==> config.mk <==
export PLATFORM = sky130hd
export DESIGN_NAME = uart_rx_line_assembler
export DESIGN_NICKNAME = d
export VERILOG_FILES = /design/src/rtl/uart_rx_line_assembler.sv
export SDC_FILE = /design/constraint.sdc
export NUM_CORES = 1
export LEC_CHECK = 0
export CAP_MARGIN = 20
export CELL_PAD_IN_SITES_DETAIL_PLACEMENT = 1
export CELL_PAD_IN_SITES_GLOBAL_PLACEMENT = 1
export CORE_ASPECT_RATIO = 0.9
export CORE_UTILIZATION = 41
export DETAILED_ROUTE_END_ITERATION = 16
export PLACE_DENSITY = 0.85
export SLEW_MARGIN = 15
export SYNTH_ARGS = -nofsm -noshare
export SYNTH_HDL_FRONTEND = slang
export SYNTH_SLANG_ARGS = --single-unit
==> constraint.sdc <==
create_clock -name i_clk_40mhz -period 2.6 [get_ports i_clk_40mhz]
set_input_delay 0.52 -clock i_clk_40mhz [delete_from_list [all_inputs] [get_ports i_clk_40mhz]]
set_output_delay 0.52 -clock i_clk_40mhz [all_outputs]
set_load 0.1 [all_outputs]
==> src/rtl/uart_rx_line_assembler.sv <==
// Assembles received UART bytes into a fixed-width ASCII line terminated by CR LF.
// A working buffer keeps collecting while the published line waits for acknowledgement.
module uart_rx_line_assembler #(
    parameter int parm_ascii_line_length = 35
) (
    input  logic                                  i_clk_40mhz,
    input  logic                                  i_rst_40mhz_n,
    input  logic [7:0]                            i_rx_data,
    input  logic                                  i_rx_valid,
    output logic [8*parm_ascii_line_length-1:0]   o_dat_ascii_line,
    output logic                                  o_line_valid,
    input  logic                                  i_line_ack,
    output logic                                  o_line_trunc,
    output logic                                  o_line_lost
);

    localparam int N = parm_ascii_line_length;
    localparam logic [5:0] CAP = 6'(N - 2);
    localparam logic [8*N-1:0] BLANK_WORK = {N{8'h20}};
    localparam logic [8*N-1:0] BLANK_LINE = {{(N - 2){8'h20}}, 16'h0D0A};

    typedef enum logic {
        ST_RXLINE_COLL,
        ST_RXLINE_DISC
    } state_t;

    state_t           state;
    logic [8*N-1:0]   work_line;
    logic [5:0]       work_cnt;
    logic             work_trunc;

    logic             lf_p0;
    logic             publish_p0;
    logic             drop_p0;
    logic [8*N-1:0]   image_p0;

    function automatic logic is_printable(input logic [7:0] b);
        return (b >= 8'h20) && (b <= 8'h7E);
    endfunction

    function automatic logic is_backspace(input logic [7:0] b);
        return (b == 8'h08) || (b == 8'h7F);
    endfunction

    // Byte index 0 sits in the most significant byte lane.
    function automatic logic [8*N-1:0] put_byte(input logic [8*N-1:0] line,
                                                input logic [5:0]     idx,
                                                input logic [7:0]     b);
        logic [8*N-1:0] res;
        res = line;
        for (int i = 0; i < N; i++) begin
            if (idx == 6'(i)) begin
                res[8*(N-1-i) +: 8] = b;
            end
        end
        return res;
    endfunction

    // Stage p0: decode the incoming strobe against the output handshake
    always_comb begin
        lf_p0      = i_rx_valid && (i_rx_data == 8'h0A);
        publish_p0 = lf_p0 && (!o_line_valid || i_line_ack);
        drop_p0    = lf_p0 && o_line_valid && !i_line_ack;
        image_p0   = {work_line[8*N-1:16], 16'h0D0A};
    end

    // Stage p1: working buffer, collection FSM and registered outputs
    always_ff @(posedge i_clk_40mhz or negedge i_rst_40mhz_n) begin
        if (!i_rst_40mhz_n) begin
            state            <= ST_RXLINE_COLL;
            work_line        <= BLANK_WORK;
            work_cnt         <= 6'd0;
            work_trunc       <= 1'b0;
            o_dat_ascii_line <= BLANK_LINE;
            o_line_valid     <= 1'b0;
            o_line_trunc     <= 1'b0;
            o_line_lost      <= 1'b0;
        end else begin
            o_line_lost <= drop_p0;

            if (publish_p0) begin
                o_dat_ascii_line <= image_p0;
                o_line_trunc     <= work_trunc;
                o_line_valid     <= 1'b1;
            end else if (o_line_valid && i_line_ack) begin
                o_line_valid <= 1'b0;
            end

            if (lf_p0) begin
                state      <= ST_RXLINE_COLL;
                work_line  <= BLANK_WORK;
                work_cnt   <= 6'd0;
                work_trunc <= 1'b0;
            end else if (i_rx_valid && (state == ST_RXLINE_COLL)) begin
                if (is_backspace(i_rx_data)) begin
                    if (work_cnt != 6'd0) begin
                        work_cnt  <= work_cnt - 6'd1;
                        work_line <= put_byte(work_line, work_cnt - 6'd1, 8'h20);
                    end
                end else if (is_printable(i_rx_data)) begin
                    if (work_cnt < CAP) begin
                        work_cnt  <= work_cnt + 6'd1;
                        work_line <= put_byte(work_line, work_cnt, i_rx_data);
                    end else begin
                        // Overflowing byte is dropped; the rest of the line is discarded until LF.
                        work_trunc <= 1'b1;
                        state      <= ST_RXLINE_DISC;
                    end
                end
            end
        end
    end

endmodule

==> results.json, run 1 <==
{
  "grt_pass1_vias": 15100,
  "finClkSkew_ns": 0.0257,
  "chipWidth_um": 243,
  "path_buf_inv": 2,
  "drt_iter0_drc": 545,
  "cts-root-buf": "clkbuf_16",
  "status": "complete, but fails checks",
  "end_kind": "flop",
  "pwr_density_cell_nw_per_um2": 811,
  "tightest_slew_ns": 0.817,
  "layout.nets": 1857,
  "synth_area_leaders": "dfrtp_1 55%, mux2_2 26%, dfstp_2 8.1%, and2_1 1.1%, clkbuf_1 0.89%",
  "synth-seq-cells": 538,
  "diodes": 0,
  "crit_required_ns": 3.06,
  "critical_path_class": "flop to flop",
  "yosys_warnings": 0,
  "synth.avg_cell_area_sq_um": 15.3,
  "vias_per_cell": 5.22,
  "dpl_cell_area_sq_um": 25900,
  "hold_viol": 0,
  "max_freq_mhz": 375,
  "yosys.area.top_type": "dfrtp_1",
  "fin_ws_ns": -0.0657,
  "mostFrequentLayoutCell": "dfrtp_1",
  "area_growth_pct": 33.1,
  "grt_use_total_pct": 23.8,
  "slowest_delay_ns": 0.41,
  "synth-edff-count": 0,
  "die_h_um": 219,
  "rows": 79,
  "firstDrtPassIters": 5,
  "post_drt_wl_per_cell_um": 24.5,
  "htree_levels": 2,
  "die_area_sq_um": 53100,
  "layout-drive-gt1-share_pct": 63.3,
  "ant_nets": 0,
  "hold_path.class": "flop to flop",
  "gp_congestion": 0.868,
  "peakVddDrop_uv": 481,
  "clkSinkCount": 538,
  "cp_slowest_cell": "or3_4",
  "grt_pass1_wl_um": 95600,
  "async_flop_share_pct": 100,
  "io_pins": 295,
  "initial_core_util_pct": 41.5,
  "cp_cell_sequence": "buf_4 > or3_4 > a21oi_4 > mux2i_4 > or3_4 > a221oi_4 > buf_12 > mux2_2",
  "grt_start_max_net_pins": 81,
  "syn_area_sq_um": 21400,
  "design.core.area_sq_um": 51600,
  "design_area_sq_um": 28500,
  "hpwlAfterDp_um": 42800,
  "portBuffers": 278,
  "setup_viol_count_final": 26,
  "numCtsBuffers": 54,
  "cp_top_family": "simple AND/OR/NAND/NOR gates",
  "critPathMostFrequentCell": "or3_4",
  "synthesis.instances": 1394,
  "r2r_slack_ns": -0.07,
  "period_share_pct": 103,
  "cts.path.max_buffers": 3,
  "synth_cell_types": 68,
  "post-route-drc-count": 0,
  "relSlewSlack_pct": 45.5,
  "path_clk_slew_ns": 0.07,
  "mostFrequentLayoutCells": "470 x dfrtp_1, 464 x mux2_2, 397 x buf_4, 66 x dfstp_2, 55 x clkbuf_16",
  "synth-seq-area-share_pct": 63.3,
  "period_minus_slack_ns": 2.67,
  "leakagePower_nw": 14.3,
  "rsz0062_at_grt": "true",
  "synth_ff_type": "dfrtp_1",
  "start_kind": "flop",
  "clk-insertion-delay-late_ns": 0.60,
  "vias": 13400,
  "critPathMaxFanout": 11,
  "cts_tree": "yes",
  "violations": "negative setup slack",
  "slew_viol_final": 0,
  "final.setup.tns_ns": -0.741,
  "cp_data_arrival_time_ns": 3.13,
  "wirelength_um": 62900,
  "netlist.area_leader.share_pct": 55.2,
  "max_cap_violations": 0,
  "grt_remaining_overflow": 0,
  "antenna_found_initial": 3
}
==> stage by stage <==
stage,utilization [%],instances,power (mW),setup slack (ns),hold WS (ns)
6_report,55.2,2571,23.1,-0.0657,0.481
5_1_grt,55.2,2571,24.0,-0.116,0.511
4_1_cts,54.4,2562,23.1,-0.0711,0.485
3_5_place_dp,50.3,2455,14.8,-0.764,0.467
3_3_place_gp,50.3,2455,14.5,-0.772,0.466
2_1_floorplan,-,1408,12.9,-0.00337,0.224
==> state kept, by name (all words and copies together) (netlist names) <==
| signal | count |
|---|---|
| work_trunc | 1 |
| o_line_valid | 1 |
| o_line_lost | 1 |
| work_line | 264 |
| o_dat_ascii_line | 264 |
| o_line_trunc | 1 |
| work_cnt | 6 |
==> layout make-up <==
type	instances	area, sq um
Timing Repair Buffer	467	4200
Inverter	8	30.0
Multi-Input combinational cell	769	8040
Fill cell	4907	23100
Sequential cell	538	13500
Clock buffer	83	1560
Tap cell	688	861
Clock inverter	18	230
==> kinds of logic (layout without fill, tap and decap cells) <==
kind of cell / count (synthesis) / count (layout) / share of synthesized area (%)
buf+inv: 101 / 576 / 2.25
other cells: 2 / 16 / 0.0351
mux: 498 / 498 / 26.2
fa+ha+maj: 7 / 7 / 0.409
compound gates: 85 / 85 / 3.34
xor+xnor: 2 / 2 / 0.0819
flops: 538 / 538 / 63.3
simple gates: 161 / 161 / 4.35
==> power breakdown <==
| group | internal [mW] | total (mW) | switching [mW] |
|---|---|---|---|
| Combinational | 2.08 | 4.76 | 2.68 |
| Sequential | 9.67 | 10.4 | 0.773 |
| Clock | 4.63 | 7.88 | 3.25 |
| Total | 16.4 | 23.1 | 6.71 |
==> per-layer routing <==
layer / global-route usage [%] / wire [um]
met5: 0 / 41
met2: 40.7 / 31700
met4: 8.09 / 1680
met1: 30.2 / 26400
met3: 4.69 / 3050
==> final timing paths <==
path	start	endpoint	cells after the start
setup reg to reg	work_cnt[0]	work_line[73]	8
max in group asynchronous	i_rst_40mhz_n	work_line[61]	3
min in group asynchronous	i_rst_40mhz_n	o_dat_ascii_line[114]	2
hold reg to reg	work_line[63]	work_line[63]	1
hold / removal	work_line[63]	work_line[63]	1
setup / recovery	work_cnt[0]	work_line[73]	8
==> cell usage after synthesis, types with 5 or more instances <==
master and number:
mux2_2 495, dfrtp_1 472, dfstp_2 66, clkbuf_1 51, and2_1 36, nand2_1 29, buf_2 22, nor2_1 20
buf_4 18, o21ai_0 17, nor3_1 14, nor2b_1 12, a21oi_1 10, nand3_1 10, inv_1 8, ha_1 7
nand3_2 7, a31oi_1 5, o31ai_1 5
==> repair_timing <==
| action | CTS | global route |
|---|---|---|
| setup endpoints to repair | 237 | 174 |
| gates resized for setup | 63 | 64 |
| setup buffers | 5 | 9 |
| hold endpoints to repair | 13 | 0 |
| pin swaps | 12 | 21 |
| hold buffers | 1 | 0 |
| gates cloned | 0 | 0 |
Power figures use the tool's default switching activity.
==> inputs of run 2 (changes only) <==
--- a/config.mk
+++ b/config.mk
@@ -9,7 +9,9 @@
 export CELL_PAD_IN_SITES_DETAIL_PLACEMENT = 1
 export CELL_PAD_IN_SITES_GLOBAL_PLACEMENT = 1
 export CORE_ASPECT_RATIO = 0.9
+export CORE_MARGIN = 2
 export CORE_UTILIZATION = 41
+export CTS_CLUSTER_SIZE = 8
 export DETAILED_ROUTE_END_ITERATION = 16
 export PLACE_DENSITY = 0.85
 export SLEW_MARGIN = 15
==> run 2 against run 1 <==
Effect of this change: the run now ends clean; sequential power about the same; clock power increased by 20%; non-clock buffer count is 16 lower; sequential cell count unchanged; first-iteration DRC count is 25% higher; worst setup slack better by 0.082 ns; largest power group unchanged.
==> results.json, run 2 (same netlist as run 1, synthesis figures left out) <==
{
  "hold_viol": 0,
  "top_regs": "o_dat_ascii_line (264), work_line (264), work_cnt (6)",
  "path_buf_inv": 4,
  "p_comb_share_pct": 18.5,
  "ant_nets": 0,
  "grt_pass1_vias": 15300,
  "layout.nets": 1864,
  "power.switching_mw": 7.01,
  "cts.path.max_buffers": 3,
  "start_kind": "input port",
  "cts_tree": "yes",
  "layout-drive-gt1-share_pct": 61.4,
  "grt-busiest-layer": "met2",
  "cts-root-buf": "clkbuf_16",
  "design.core.area_sq_um": 51600,
  "area_growth_pct": 33.8,
  "die_h_um": 221,
  "met2_usage_pct": 40.7,
  "crit_required_ns": 3.08,
  "seqPwrFrac_pct": 42.7,
  "chipWidth_um": 245,
  "htree_levels": 3,
  "rows": 79,
  "status": "finished clean",
  "vias": 13400,
  "critPathMostFrequentCell": "buf_4",
  "leakagePower_nw": 14.3,
  "cp_cell_sequence": "clkdlybuf4s50_1 > nand4_1 > o211ai_1 > nor3_1 > buf_4 > buf_4 > and2_1 > o211ai_2 > buf_12 > mux2_2",
  "initial_core_util_pct": 41.5,
  "cp_data_arrival_time_ns": 3.07,
  "post_drt_wl_per_cell_um": 24.4,
  "relSlewSlack_pct": 57.2,
  "grt_remaining_overflow": 0,
  "grt_start_max_net_pins": 77,
  "rsz0062_at_grt": "true",
  "period_minus_slack_ns": 2.58,
  "cp_top_family": "buffers and inverters",
  "mostFrequentLayoutCell": "mux2_2",
  "setup_viol_count_final": 0,
  "slew_viol_final": 0,
  "antenna_found_initial": 4,
  "swShare_pct": 28.7,
  "clk-insertion-delay-late_ns": 0.61,
  "clkSinkCount": 538,
  "finClkSkew_ns": 0.0184,
  "hpwlAfterDp_um": 42800,
  "max_freq_mhz": 387,
  "path_clk_slew_ns": 0.05,
  "finalNonFillerCells": 2596,
  "dpl_cell_area_sq_um": 25900,
  "grt_pass1_wl_um": 95700,
  "pwr_density_cell_nw_per_um2": 853,
  "cp_slowest_cell": "clkdlybuf4s50_1",
  "wirelength_um": 63300,
  "r2r_slack_ns": 0.03,
  "clkPwrFrac_pct": 38.8,
  "met1_usage_pct": 28.9,
  "slowest_delay_ns": 0.55,
  "utilization_pct": 55.5,
  "tightest_slew_ns": 0.641,
  "globalRouteMet3Util_pct": 5.88,
  "design_area_sq_um": 28600,
  "gp_congestion": 0.885,
  "firstDrtPassIters": 4,
  "total_power_mw": 24.4,
  "critPathMaxFanout": 8,
  "period_share_pct": 99.4,
  "end_kind": "flop",
  "critical_path_class": "input port to flop",
  "die_area_sq_um": 54000,
  "io_pins": 295,
  "internal_power_mw": 17.4,
  "vias_per_cell": 5.18,
  "grt_use_total_pct": 23.5,
  "numCtsBuffers": 77,
  "portBuffers": 278,
  "dp_cells": 2447,
  "peakVddDrop_uv": 571,
  "mostFrequentLayoutCells": "487 x mux2_2, 470 x dfrtp_1, 383 x buf_4, 81 x clkbuf_16, 66 x dfstp_2",
  "max_cap_violations": 0,
  "hold_path.class": "flop to flop",
  "post-route-drc-count": 0,
  "drt_iter0_drc": 681
}
[run 2: cell count changes in the layout (fill, tap and decap cells not counted), sizes merged, moves of 3 or more]
cell	previous run	this run
clkinvlp	3	0
clkbuf	83	136
clkinv	9	1
bufinv	5	0
buf	456	440
[run 2: stage by stage]
stage          setup TNS [ns]  worst slack, ns  hold slack (ns)
3_3_place_gp          -162.24           -0.716            0.465
3_5_place_dp          -202.66           -0.801            0.467
6_report                    0           0.0164            0.481
4_1_cts                -0.445          -0.0419            0.484
2_1_floorplan         -0.0202         -0.00337            0.224
5_1_grt                -0.906          -0.0641            0.503
[run 2: what timing repair did]
action                     4_1_cts  5_1_grt
resized for setup               31       52
hold buffers                     1        0
hold endpoints to repair        43        0
setup buffers                    4        2
setup endpoints to repair      212      196
pin swaps                        6        9
[run 2: layout make-up]
cell class | count | area [sq um]
antenna | 2 | 5.00
clock buffer | 136 | 2240
clock inverter | 4 | 42.5
fill | 4911 | 23000
inverter | 8 | 30.0
multi-input combinational | 769 | 7840
sequential | 538 | 13500
tap | 688 | 861
timing repair buffer | 451 | 4060
[run 2: final timing paths]
check                                   start                    end  depth (start not counted)
worst max-delay path             i_rx_data[0]         work_line[203]                         10
worst min-delay path            work_line[95]          work_line[95]                          1
worst max register to register    work_cnt[0]         work_line[150]                          9
worst min register to register  work_line[95]          work_line[95]                          1
max in group asynchronous       i_rst_40mhz_n  o_dat_ascii_line[133]                          3
min in group asynchronous       i_rst_40mhz_n  o_dat_ascii_line[112]                          2
[run 2: power groups by stage]
stage                     Clock [mW]  Sequential (mW)  Combinational, mW
after floorplan                    0             10.9               1.98
after global placement             0             10.4               4.07
after detailed placement           0             10.5               4.20
after CTS                       9.69             10.4               4.38
after global routing            10.0             10.5               4.79
final                           9.47             10.4               4.52
[run 2: worst register-to-register path, stage by stage, from the launching register on]
cell     delay (ns)
dfrtp_1        0.38
buf_4          0.19
or3_4          0.40
buf_4          0.16
a32oi_2        0.34
nor2_2         0.13
a21oi_1        0.18
a221o_1        0.20
buf_12         0.14
mux2_2         0.34
[run 2: metal layers]
layer | up-vias | wire (um) | part of all wire [%]
met3 | 110 | 3490 | 5.5
met4 | 4 | 1560 | 2.5
met1 | 7137 | 25900 | 41
met2 | 335 | 32300 | 51
met5 | - | 23 | 0.036
li1 | 5852 | - | -
